**config.mk**
```make
export PLATFORM = sky130hd
export DESIGN_NAME = nv_nvdla_rt_cmac2cacc_pipe_flat
export DESIGN_NICKNAME = d
export VERILOG_FILES = /design/src/rtl/nv_nvdla_rt_cmac2cacc_pipe_pkg.sv /design/src/rtl/nv_nvdla_rt_cmac2cacc_pipe_if.sv /design/src/rtl/nv_nvdla_rt_cmac2cacc_pipe_stage.sv /design/src/rtl/nv_nvdla_rt_cmac2cacc_pipe.sv /design/src/flat_wrapper.sv
export SDC_FILE = /design/constraint.sdc
export NUM_CORES = 1
export LEC_CHECK = 0
export CAP_MARGIN = 20
export CORE_UTILIZATION = 40
export DETAILED_ROUTE_END_ITERATION = 6
export GPL_ROUTABILITY_DRIVEN = 1
export PLACE_DENSITY = 0.7
export SYNTH_ARGS = -nofsm -noshare
export SYNTH_HDL_FRONTEND = slang
export SYNTH_SLANG_ARGS = --single-unit
```
**constraint.sdc**
```tcl
create_clock -name nvdla_core_clk -period 1.75 [get_ports nvdla_core_clk]
set_clock_uncertainty 0.15 [all_clocks]
set_input_delay 0.525 -clock nvdla_core_clk [delete_from_list [all_inputs] [get_ports nvdla_core_clk]]
set_output_delay 0.525 -clock nvdla_core_clk [all_outputs]
set_load 0.05 [all_outputs]
```
**src/rtl/nv_nvdla_rt_cmac2cacc_pipe_pkg.sv**
```systemverilog
// nvdla_cmac_rt_pkg: shared defaults and width helper for the CMAC->CACC retiming pipe
package nvdla_cmac_rt_pkg;
  localparam int DEF_LATENCY = 2;
  localparam int DEF_LANES = 8;
  localparam int DEF_RESULT_WIDTH = 19;
  localparam int DEF_PD_WIDTH = 9;
  function automatic int inflight_width(input int depth);
    return (depth < 1) ? 1 : $clog2(depth + 1);
  endfunction
endpackage

```
**src/rtl/nv_nvdla_rt_cmac2cacc_pipe_if.sv**
```systemverilog
// nv_nvdla_rt_cmac2cacc_pipe_if: one MAC partial-sum beat (valid, lane mask, mode, sideband, lane data)
interface nv_nvdla_rt_cmac2cacc_pipe_if
  import nvdla_cmac_rt_pkg::*;
#(
  parameter int LANES = DEF_LANES,
  parameter int RESULT_WIDTH = DEF_RESULT_WIDTH,
  parameter int PD_WIDTH = DEF_PD_WIDTH
);
  logic pvld;
  logic [LANES-1:0] mask;
  logic mode;
  logic [PD_WIDTH-1:0] pd;
  logic [LANES*RESULT_WIDTH-1:0] data;
  modport master(output pvld, mask, mode, pd, data);
  modport slave(input pvld, mask, mode, pd, data);
endinterface

```
**src/rtl/nv_nvdla_rt_cmac2cacc_pipe_stage.sv**
```systemverilog
// nv_nvdla_rt_pipe_stage: one retiming stage with valid-gated payload and per-lane data enables
module nv_nvdla_rt_pipe_stage
  import nvdla_cmac_rt_pkg::*;
#(
  parameter int LANES = DEF_LANES,
  parameter int RESULT_WIDTH = DEF_RESULT_WIDTH,
  parameter int PD_WIDTH = DEF_PD_WIDTH
) (
  input  logic clk,
  input  logic rst_n,
  input  logic src_pvld,
  input  logic [LANES-1:0] src_mask,
  input  logic src_mode,
  input  logic [PD_WIDTH-1:0] src_pd,
  input  logic [LANES*RESULT_WIDTH-1:0] src_data,
  output logic dst_pvld,
  output logic [LANES-1:0] dst_mask,
  output logic dst_mode,
  output logic [PD_WIDTH-1:0] dst_pd,
  output logic [LANES*RESULT_WIDTH-1:0] dst_data
);
  // unmasked lanes hold their last value so idle lanes do not toggle
  always_ff @(posedge clk or negedge rst_n)
    if (!rst_n) begin
      dst_pvld <= 1'b0;
      dst_mask <= '0;
      dst_mode <= 1'b0;
      dst_pd <= '0;
      dst_data <= '0;
    end else begin
      dst_pvld <= src_pvld;
      dst_mask <= src_mask & {LANES{src_pvld}};
      if (src_pvld) begin
        dst_mode <= src_mode;
        dst_pd <= src_pd;
      end
      for (int k = 0; k < LANES; k++)
        if (src_pvld && src_mask[k])
          dst_data[k*RESULT_WIDTH +: RESULT_WIDTH] <= src_data[k*RESULT_WIDTH +: RESULT_WIDTH];
    end
endmodule

```
**src/rtl/nv_nvdla_rt_cmac2cacc_pipe.sv**
```systemverilog
// nv_nvdla_rt_cmac2cacc_pipe: LATENCY-deep CMAC->CACC retiming pipe with occupancy, idle, beat count and mask-error status
module nv_nvdla_rt_cmac2cacc_pipe
  import nvdla_cmac_rt_pkg::*;
#(
  parameter int LATENCY = DEF_LATENCY,
  parameter int LANES = DEF_LANES,
  parameter int RESULT_WIDTH = DEF_RESULT_WIDTH,
  parameter int PD_WIDTH = DEF_PD_WIDTH,
  parameter int CNT_WIDTH = 16
) (
  input  logic nvdla_core_clk,
  input  logic nvdla_core_rstn,
  nv_nvdla_rt_cmac2cacc_pipe_if.slave mac2accu_src,
  nv_nvdla_rt_cmac2cacc_pipe_if.master mac2accu_dst,
  input  logic rt_cnt_clr,
  output logic [inflight_width(LATENCY)-1:0] rt_inflight,
  output logic rt_idle,
  output logic [CNT_WIDTH-1:0] rt_beat_cnt,
  output logic rt_mask_err
);
  localparam int IW = inflight_width(LATENCY);
  localparam int DW = LANES * RESULT_WIDTH;
  logic pvld [LATENCY+1];
  logic mode [LATENCY+1];
  logic [LANES-1:0] mask [LATENCY+1];
  logic [PD_WIDTH-1:0] pd [LATENCY+1];
  logic [DW-1:0] data [LATENCY+1];
  assign pvld[0] = mac2accu_src.pvld;
  assign mask[0] = mac2accu_src.mask;
  assign mode[0] = mac2accu_src.mode;
  assign pd[0] = mac2accu_src.pd;
  assign data[0] = mac2accu_src.data;
  for (genvar s = 0; s < LATENCY; s++) begin : g_stage
    nv_nvdla_rt_pipe_stage #(
      .LANES(LANES),
      .RESULT_WIDTH(RESULT_WIDTH),
      .PD_WIDTH(PD_WIDTH)
    ) u_stage (
      .clk(nvdla_core_clk),
      .rst_n(nvdla_core_rstn),
      .src_pvld(pvld[s]),
      .src_mask(mask[s]),
      .src_mode(mode[s]),
      .src_pd(pd[s]),
      .src_data(data[s]),
      .dst_pvld(pvld[s+1]),
      .dst_mask(mask[s+1]),
      .dst_mode(mode[s+1]),
      .dst_pd(pd[s+1]),
      .dst_data(data[s+1])
    );
  end
  // registered stages already qualify the mask; this only matters for the bypass case
  assign mac2accu_dst.pvld = pvld[LATENCY];
  assign mac2accu_dst.mask = mask[LATENCY] & {LANES{pvld[LATENCY]}};
  assign mac2accu_dst.mode = mode[LATENCY];
  assign mac2accu_dst.pd = pd[LATENCY];
  assign mac2accu_dst.data = data[LATENCY];
  assign rt_idle = (rt_inflight == '0) & ~pvld[0];
  // in bypass src and dst valid are the same wire, so the occupancy stays 0
  always_ff @(posedge nvdla_core_clk or negedge nvdla_core_rstn)
    if (!nvdla_core_rstn) begin
      rt_inflight <= '0;
      rt_beat_cnt <= '0;
      rt_mask_err <= 1'b0;
    end else begin
      rt_inflight <= rt_inflight + IW'(pvld[0]) - IW'(pvld[LATENCY]);
      rt_beat_cnt <= (rt_cnt_clr ? '0 : rt_beat_cnt) + CNT_WIDTH'(pvld[LATENCY]);
      rt_mask_err <= (rt_mask_err & ~rt_cnt_clr) | (~pvld[0] & (|mask[0]));
    end
endmodule

```
**src/flat_wrapper.sv**
```systemverilog
// flat-port wrapper written by rule: the top's interface ports become plain ports
module nv_nvdla_rt_cmac2cacc_pipe_flat import nvdla_cmac_rt_pkg::*;
#(
  parameter int LATENCY = DEF_LATENCY,
  parameter int LANES = DEF_LANES,
  parameter int RESULT_WIDTH = DEF_RESULT_WIDTH,
  parameter int PD_WIDTH = DEF_PD_WIDTH,
  parameter int CNT_WIDTH = 16
)
  (nvdla_core_clk, nvdla_core_rstn, rt_cnt_clr, rt_inflight, rt_idle, rt_beat_cnt, rt_mask_err, mac2accu_src_pvld, mac2accu_src_mask, mac2accu_src_mode, mac2accu_src_pd, mac2accu_src_data, mac2accu_dst_pvld, mac2accu_dst_mask, mac2accu_dst_mode, mac2accu_dst_pd, mac2accu_dst_data);
  nv_nvdla_rt_cmac2cacc_pipe_if #(.LANES(LANES), .RESULT_WIDTH(RESULT_WIDTH), .PD_WIDTH(PD_WIDTH)) mac2accu_src_i ();
  nv_nvdla_rt_cmac2cacc_pipe_if #(.LANES(LANES), .RESULT_WIDTH(RESULT_WIDTH), .PD_WIDTH(PD_WIDTH)) mac2accu_dst_i ();
  input  logic nvdla_core_clk;
  input  logic nvdla_core_rstn;
  input  logic rt_cnt_clr;
  output logic [inflight_width(LATENCY)-1:0] rt_inflight;
  output logic rt_idle;
  output logic [CNT_WIDTH-1:0] rt_beat_cnt;
  output logic rt_mask_err;
  input wire logic [$bits(mac2accu_src_i.pvld)-1:0] mac2accu_src_pvld;
  input wire logic [$bits(mac2accu_src_i.mask)-1:0] mac2accu_src_mask;
  input wire logic [$bits(mac2accu_src_i.mode)-1:0] mac2accu_src_mode;
  input wire logic [$bits(mac2accu_src_i.pd)-1:0] mac2accu_src_pd;
  input wire logic [$bits(mac2accu_src_i.data)-1:0] mac2accu_src_data;
  output wire logic [$bits(mac2accu_dst_i.pvld)-1:0] mac2accu_dst_pvld;
  output wire logic [$bits(mac2accu_dst_i.mask)-1:0] mac2accu_dst_mask;
  output wire logic [$bits(mac2accu_dst_i.mode)-1:0] mac2accu_dst_mode;
  output wire logic [$bits(mac2accu_dst_i.pd)-1:0] mac2accu_dst_pd;
  output wire logic [$bits(mac2accu_dst_i.data)-1:0] mac2accu_dst_data;
  assign mac2accu_src_i.pvld = mac2accu_src_pvld;
  assign mac2accu_src_i.mask = mac2accu_src_mask;
  assign mac2accu_src_i.mode = mac2accu_src_mode;
  assign mac2accu_src_i.pd = mac2accu_src_pd;
  assign mac2accu_src_i.data = mac2accu_src_data;
  assign mac2accu_dst_pvld = mac2accu_dst_i.pvld;
  assign mac2accu_dst_mask = mac2accu_dst_i.mask;
  assign mac2accu_dst_mode = mac2accu_dst_i.mode;
  assign mac2accu_dst_pd = mac2accu_dst_i.pd;
  assign mac2accu_dst_data = mac2accu_dst_i.data;
  nv_nvdla_rt_cmac2cacc_pipe #(.LATENCY(LATENCY), .LANES(LANES), .RESULT_WIDTH(RESULT_WIDTH), .PD_WIDTH(PD_WIDTH), .CNT_WIDTH(CNT_WIDTH)) u_core (.nvdla_core_clk(nvdla_core_clk), .nvdla_core_rstn(nvdla_core_rstn), .mac2accu_src(mac2accu_src_i), .mac2accu_dst(mac2accu_dst_i), .rt_cnt_clr(rt_cnt_clr), .rt_inflight(rt_inflight), .rt_idle(rt_idle), .rt_beat_cnt(rt_beat_cnt), .rt_mask_err(rt_mask_err));
endmodule
```
==> results of run 1 <==
==> state kept, by name, summed over array words and instances (netlist names) <==
register and count:
u_core.rt_beat_cnt 16, u_core.g_stage.u_stage.dst_mode 2, u_core.rt_mask_err 1, u_core.g_stage.u_stage.dst_data 304, u_core.g_stage.u_stage.dst_mask 16, u_core.g_stage.u_stage.dst_pd 18, u_core.rt_inflight 2, u_core.g_stage.u_stage.dst_pvld 2
==> final cells by class <==
class	count	area [µm²]	share of cell area [%]
clock buffer	55	1130	5.07
multi-input combinational	415	4470	20.1
antenna	3	7.51	0.0337
sequential	361	9050	40.6
timing repair buffer	484	6820	30.6
inverter	22	82.6	0.371
tap	461	577	2.59
clock inverter	15	136	0.612
==> critical path: cells and delay by family, from the launching register on <==
family,cells,cell delay (ns)
buffers and inverters,2,0.30
and+or+nand+nor,1,0.16
DFF,1,0.42
==> how the worst max path moves through the flow <==
stage | from | endpoint | slack (ns) | cells past startpoint
2_1_floorplan | rt_cnt_clr | u_core.rt_beat_cnt[8]$_DFF_PN0_ | -0.47 | 8
4_1_cts | u_core.g_stage[1].u_stage.dst_pvld$_DFF_PN0_ | mac2accu_dst_mask[5] | -0.38 | 3
6_report | u_core.g_stage[1].u_stage.dst_pvld$_DFF_PN0_ | mac2accu_dst_mask[6] | -0.33 | 3
5_1_grt | u_core.g_stage[1].u_stage.dst_pvld$_DFF_PN0_ | mac2accu_dst_mask[6] | -0.38 | 3
3_3_place_gp | rt_cnt_clr | u_core.rt_beat_cnt[13]$_DFF_PN0_ | -0.75 | 6
3_5_place_dp | rt_cnt_clr | u_core.rt_beat_cnt[11]$_DFF_PN0_ | -0.84 | 6
==> logic make-up (layout without fill, tap and decap cells) <==
group                      count (synthesis)  in the layout  share of synthesized area (%)
muxes                                    329            329                           25.2
AOI/OAI and AO/OA                         12             12                          0.528
and+or+nand+nor                           64             64                           2.42
other                                      0              3                              0
xor gates and xnor gates                   6              6                          0.358
buffers and inverters                    212            576                           9.61
adders and majority gates                  4              4                          0.341
DFF                                      361            361                           61.5
==> layout by cell type, fill, tap and decap left out, types with 2 or more instances in the layout <==
master           instances
nor4_4                   4
dfrtp_2                 13
clkdlybuf4s50_1        170
dlygate4sd2_1            2
inv_1                   22
diode_2                  3
clkbuf_16               41
a21oi_1                  3
a21oi_2                  2
clkinvlp_4               3
clkbuf_8                 5
mux2_2                 325
o31ai_4                  2
ha_4                     2
clkinv_2                 9
dfrtp_1                348
nand2_1                 22
nor2b_1                  5
ha_1                     2
bufinv_16                2
nor4_1                   2
nand3_1                  4
mux2_4                   3
buf_6                   12
nor2_1                   7
buf_4                   82
or4_4                    2
nand4_4                  2
clkbuf_1                 9
and2_4                   8
buf_12                 216
xnor2_1                  5
==> per-layer routing <==
| layer | part of all wire [%] | global-route usage, % |
|---|---|---|
| met1 | 39 | 22.1 |
| met2 | 52 | 32.7 |
| met3 | 6.2 | 4.93 |
| met4 | 2.4 | 5.96 |
| met5 | 0.038 | 0 |
==> synthesized netlist by cell type, types with 2 or more instances <==
| cell | n | area share [%] |
|---|---|---|
| xnor2_1 | 5 | 0.30 |
| nor4_1 | 7 | 0.30 |
| nor2b_1 | 6 | 0.26 |
| nand3_1 | 4 | 0.14 |
| buf_2 | 36 | 1.2 |
| inv_1 | 22 | 0.56 |
| ha_1 | 4 | 0.34 |
| and2_1 | 8 | 0.34 |
| buf_4 | 152 | 7.8 |
| o31ai_1 | 3 | 0.15 |
| or4_1 | 3 | 0.15 |
| nor2_1 | 7 | 0.18 |
| dfrtp_1 | 361 | 62 |
| nand2_1 | 22 | 0.56 |
| a21oi_1 | 5 | 0.17 |
| mux2_2 | 327 | 25 |
| nand4_2 | 2 | 0.17 |
==> power by group through the flow <==
stage               sequential [µW]  combinational (µW)  clock (µW)
finish                        11400               11400        8080
global route                  11600               11800        8640
CTS                           11400               11400        8320
detailed placement            11500               11200           0
global placement              11400               11100           0
floorplan                     10900                6830           0
==> metrics by stage <==
stage          util [%]  TNS [ns]
2_1_floorplan         -     -4.48
3_3_place_gp       56.7    -65.38
3_5_place_dp       56.7    -69.33
4_1_cts            61.3    -13.28
5_1_grt            62.2    -15.14
6_report           62.2     -6.78
==> repair_timing <==
| action | 4_1_cts | 5_1_grt |
|---|---|---|
| resized for setup | 39 | 28 |
| gates cloned | 0 | 0 |
| pin swaps | 5 | 10 |
| setup buffers | 38 | 24 |
| endpoints found under the hold margin | 124 | 0 |
| setup endpoints to repair | 202 | 199 |
| hold buffers | 1 | 0 |
==> impl_results.md, run 1 <==
* Vias at 8606
* CP cell instances: buf_12 -> and2_4 -> buf_12
* Seq cells post-synth at 361
* Die H at 194 µm
* Proportion of layout cells with a drive suffix above 1 at roughly 55%
* Later-pin clock latency in the skew report at 0.52 ns
* Relative max-transition margin at about three quarters
* H-Tree Depth at 2
* Sw power at 10100 µW
* Die Area at 0.0375 mm²
* Setup crit end kind: output pin
* Switching Share at 32.7%
* Gr usage total at 18.6%
* DP Wirelength at around 24000 µm
* Port bufs at 364
* Post-synthesis sequential area ratio at roughly 62%
* Internal power at 20800 µW
* Delay of the slowest critical-path stage at 0.42 ns
* Final count of pins violating max slew at 0
* TritonCTS clock tree: built
* Reg-to-reg setup timing slack at -0.12 ns
* Global route total overflow at 0
* Largest net degree at the start of global routing at 67
* Max FO, Critical Path at 10
* Final instance area at around 0.022 mm²
* Worst hold path class: in2async
* Async SR Flop Fraction at 100%
* Max-cap violations at 0
* CTS Sinks at around 360
* Total I/O pin count at 365
* Failing checks: setup timing
* Number of flops mapped to enable cells by yosys at 0
* Cell mode on critical path: buf_12
* Number of vias per cell at 4.74
* Post-place setup slack at -0.845 ns
* GPL Wtd Cong at 0.805
* Seq pwr share at 36.8%
* Max Root-Sink Buffers at 3
* Non-Filler Instances at 1816
* Post-DRT Antenna Nets at 0
* R2R depth at 6
* Die Span X at 194 µm
* Post-Syn Area per Cell at roughly 15 µm²
* Inst Count DP at 1686
* Power Density at 1390 mW/mm²
* Slack of the critical path at -0.335 ns
* DRC Markers at 0
* Clock share of power at 26.2%
* Synth Flop Type: dfrtp_1
* Tcrit/Tclk final at 119%
* Vias in the first global route at 9459
* Synthesized area at roughly 0.015 mm²
* Final hold violations at 0
* CP required at 1.07 ns
* Power after layout at around 31000 µW
* Worst Setup Start Kind: flip-flop
* Post-Synthesis Cells at 988
* RSZ-0062 raised after global routing: yes
* Row count at 69
* Yosys cell types at 31
* Comb pwr share at 37.0%
* First-pass GRT wire length at 54500 µm
* FMAX at 480 MHz
* Initial DRT Pass Iterations at 4
* 1st-iter DRT viols at ~230
* Clock transition at path regs at approximately 0.06 ns
* CORE AREA at roughly 0.036 mm²
* Worst endpoint data arrival time at 1.41 ns
* FF-to-FF Start: u_core.rt_beat_cnt[0]$_DFF_PN0_
* Nets at 1502
* TritonCTS Buffers at 40
* Mean routed wirelength per cell at 19.1 µm
* Initial Util at 41.0%
* R2R Path End: u_core.rt_beat_cnt[8]$_DFF_PN0_
* Crit path time final at about 2.1 ns
* Yosys Warn Count at 0
* Hold_ws at 0.305 ns
* Fillers at roughly 2600
* CP Class: reg2out
* Outcome: finished, violations left
* Synthesized net count at 1166
* P_leak at 0.00994 µW
* Slew at the pin closest to its max-slew limit at 0.393 ns
* Total Wirelength at 34600 µm
* Critical Path Slowest Stage Cell: dfrtp_2
* Dpl cell area at approximately 0.02 mm²
* Syn-to-layout area delta at 51.7%
* Antenna violations before repair at 4
* Root buf cell: clkbuf_16
* Final setup fails at 194
* Worst VDD drop at 1020 µV
Power figures use the tool's default switching activity.
==> run 2: changes to the inputs <==
--- a/config.mk
+++ b/config.mk
@@ -9,6 +9,7 @@
 export CORE_UTILIZATION = 40
 export DETAILED_ROUTE_END_ITERATION = 6
 export GPL_ROUTABILITY_DRIVEN = 1
+export HOLD_SLACK_MARGIN = 0.15
 export PLACE_DENSITY = 0.7
 export SYNTH_ARGS = -nofsm -noshare
 export SYNTH_HDL_FRONTEND = slang
==> results of run 2 <==
The final DEF is identical to that of run 1; final timing and power are the same.
==> run 3: changes to the inputs <==
--- a/config.mk
+++ b/config.mk
@@ -6,11 +6,11 @@
 export NUM_CORES = 1
 export LEC_CHECK = 0
 export CAP_MARGIN = 20
-export CORE_UTILIZATION = 40
+export CORE_UTILIZATION = 45
 export DETAILED_ROUTE_END_ITERATION = 6
 export GPL_ROUTABILITY_DRIVEN = 1
 export HOLD_SLACK_MARGIN = 0.15
-export PLACE_DENSITY = 0.7
+export PLACE_DENSITY = 0.77
 export SYNTH_ARGS = -nofsm -noshare
 export SYNTH_HDL_FRONTEND = slang
 export SYNTH_SLANG_ARGS = --single-unit
==> run 3 against run 2 <==
The run still ends with setup timing left; routed wire length increased by 3.0%; global-route usage grew 2.4 points; sequential cell count unchanged; critical path type unchanged; design area unchanged; combinational power barely moved; total power up 1.2%; non-clock buffer count up 2; clock power rose by 4.7%; setup slack better by 0.022 ns; core utilization rose by 7.9 points; via count increased by 2.0%; sequential power barely moved.
==> impl_results.md, run 3 (same netlist as run 1, synthesis figures left out) <==
* TritonCTS Buffers at 39
* Final instance area at between 0.02 and 0.025 mm²
* CP Buf/Inv Count at 2
* Global route total overflow at 0
* Total I/O pin count at between 300 and 400
* R2R depth at 6
* Delay of the slowest critical-path stage at between 0.4 and 0.5 ns
* GRT met1 Usage at 23.9%
* Mean routed wirelength per cell at 19.9 µm
* DRC Markers at 0
* Hold_ws at 0.329 ns
* Top delay family on crit path: flip-flops
* Proportion of layout cells with a drive suffix above 1 at 55.4%
* Root buf cell: clkbuf_16
* Vias at 8782
* Worst Setup Start Kind: flip-flop
* FF-to-FF Start: u_core.rt_beat_cnt[0]$_DFF_PN0_
* Worst endpoint data arrival time at 1.39 ns
* DP Wirelength at 24300 µm
* Slew at the pin closest to its max-slew limit at between 0.3 and 0.4 ns
* Post-DRT Antenna Nets at 0
* Max Root-Sink Buffers at 3
* Final hold violations at 0
* Antenna violations before repair at 5
* Reg-to-reg setup timing slack at -0.17 ns
* Post-Route Setup TNS at -6.51 ns
* Final setup fails at between 150 and 200
* Die Area at roughly 0.033 mm²
* Syn-to-layout area delta at 51.7%
* Worst VDD drop at between 900 and 1000 µV
* Dpl cell area at 0.0202 mm²
* Largest net degree at the start of global routing at 70
* Fillers at 2018
* First-pass GRT wire length at roughly 54000 µm
* Die H at 183 µm
* Met2 Use GR at between 30% and 40%
* Power after layout at about 31000 µW
* Tcrit/Tclk final at 118%
* Number of vias per cell at 4.89
* Biggest register: u_core.g_stage.u_stage.dst_data
* Slack of the critical path at -0.312 ns
* Clock transition at path regs at 0.06 ns
* Final count of pins violating max slew at 0
* Power Density at 1400 mW/mm²
* Top flop regs: u_core.g_stage.u_stage.dst_data: 304 flops, u_core.g_stage.u_stage.dst_pd: 18 flops
* Worst hold path class: in2async
* TritonCTS clock tree: built
* Gr busiest metal: met2
* P_leak at 0.0100 µW
* CP Class: reg2out
* Row count at 65
* CORE AREA at 0.0318 mm²
* GPL Wtd Cong at 0.832
* Vias in the first global route at 9698
* CTS Sinks at 361
* Nets at 1503
* CP cell instances: buf_8 -> and2_4 -> buf_12
* Setup crit end kind: output pin
* RSZ-0062 raised after global routing: yes
* R2R Path End: u_core.rt_beat_cnt[9]$_DFF_PN0_
* Most common cell after layout, fill and taps aside: dfrtp_1
* Later-pin clock latency in the skew report at 0.52 ns
* 1st-iter DRT viols at between 300 and 400
* Max FO, Critical Path at 6
* Gr usage total at a little over a fifth
* CP required at around 1.1 ns
* H-Tree Depth at 2
* Critical Path Slowest Stage Cell: dfrtp_2
* Initial Util at 46.2%
* Commonest non-fill, non-tap cells in the layout: dfrtp_1, mux2_2, buf_12, clkdlybuf4s50_1, buf_4
* Fin util at 70.0%
* Outcome: finished, violations left
* Port bufs at 364
* Initial DRT Pass Iterations at 4
* Failing checks: setup timing
* Total Wirelength at 35600 µm
* Die Span X at between 150 and 200 µm
* Max reg flops at 304
* Max-cap violations at 0
* FMAX at slightly below 500 MHz
* Crit path time final at 2.06 ns
* Relative max-transition margin at about 74%
* Global-route met3 utilization at 6.69%
## run 3: cell count changes in the layout (fill, tap and decap cells not counted), moves of 2 or more
| cell | delta |
|---|---|
| buf_12 | -8 |
| buf_4 | +9 |
| clkbuf_1 | -6 |
| clkbuf_8 | +7 |
| clkinvlp_4 | -2 |
| dfrtp_1 | +4 |
| dfrtp_2 | -4 |
| inv_6 | +2 |
| o31ai_4 | -2 |
## run 3: timing repair
item	CTS	global route
cloned	0	0
resized for setup	49	15
buffers inserted	39	21
endpoints found under the setup margin	203	203
endpoints found under the hold margin	361	0
pin swaps	6	8
hold buffers	1	0
## run 3: area by class of cell
cell class / instances / area (µm²) / area share (%)
repair buffers: 486 / 6740 / 30.3
flip-flops and latches: 361 / 9040 / 40.6
clock buffers: 55 / 1180 / 5.29
diodes: 4 / 10.0 / 0.0449
inverters: 22 / 82.6 / 0.371
clock inverters: 17 / 181 / 0.815
well taps: 435 / 544 / 2.44
multi-input cells: 415 / 4490 / 20.2
## run 3: power breakdown
group | switching, µW | internal, µW | total, µW
registers | 1440 | 9980 | 11400
logic | 5450 | 5940 | 11400
clock network | 3300 | 5160 | 8460
## run 3: metrics by stage
stage | instances | setup slack (ns)
floorplan | 988 | -0.465
global placement | 1660 | -0.734
detailed placement | 1660 | -0.832
CTS | 1770 | -0.351
global route | 1795 | -0.369
finish | 1795 | -0.312
## run 3: worst register-to-register path: stages (launching register included)
cell,delay (ns)
dfrtp_1,0.40
nor2b_4,0.18
ha_4,0.17
nand4_4,0.19
buf_4,0.21
o31ai_1,0.37
a21oi_2,0.11
## run 3: per-layer routing
| metal | wire length (µm) | share of wire (%) |
|---|---|---|
| met5 | 0 | 0 |
| met4 | 1080 | 3.0 |
| met3 | 2720 | 7.6 |
| met2 | 18600 | 52 |
| met1 | 13200 | 37 |
## run 3: worst max-delay path by stage
stage | from | endpoint | slack [ns] | cells after the start
after floorplan | rt_cnt_clr | u_core.rt_beat_cnt[8]$_DFF_PN0_ | -0.47 | 8
after global placement | rt_cnt_clr | u_core.rt_beat_cnt[13]$_DFF_PN0_ | -0.73 | 6
after detailed placement | rt_cnt_clr | u_core.rt_beat_cnt[13]$_DFF_PN0_ | -0.83 | 6
after CTS | u_core.g_stage[1].u_stage.dst_pvld$_DFF_PN0_ | mac2accu_dst_mask[0] | -0.35 | 3
after global routing | u_core.g_stage[1].u_stage.dst_pvld$_DFF_PN0_ | mac2accu_dst_mask[4] | -0.37 | 3
final | u_core.g_stage[1].u_stage.dst_pvld$_DFF_PN0_ | mac2accu_dst_mask[0] | -0.31 | 3
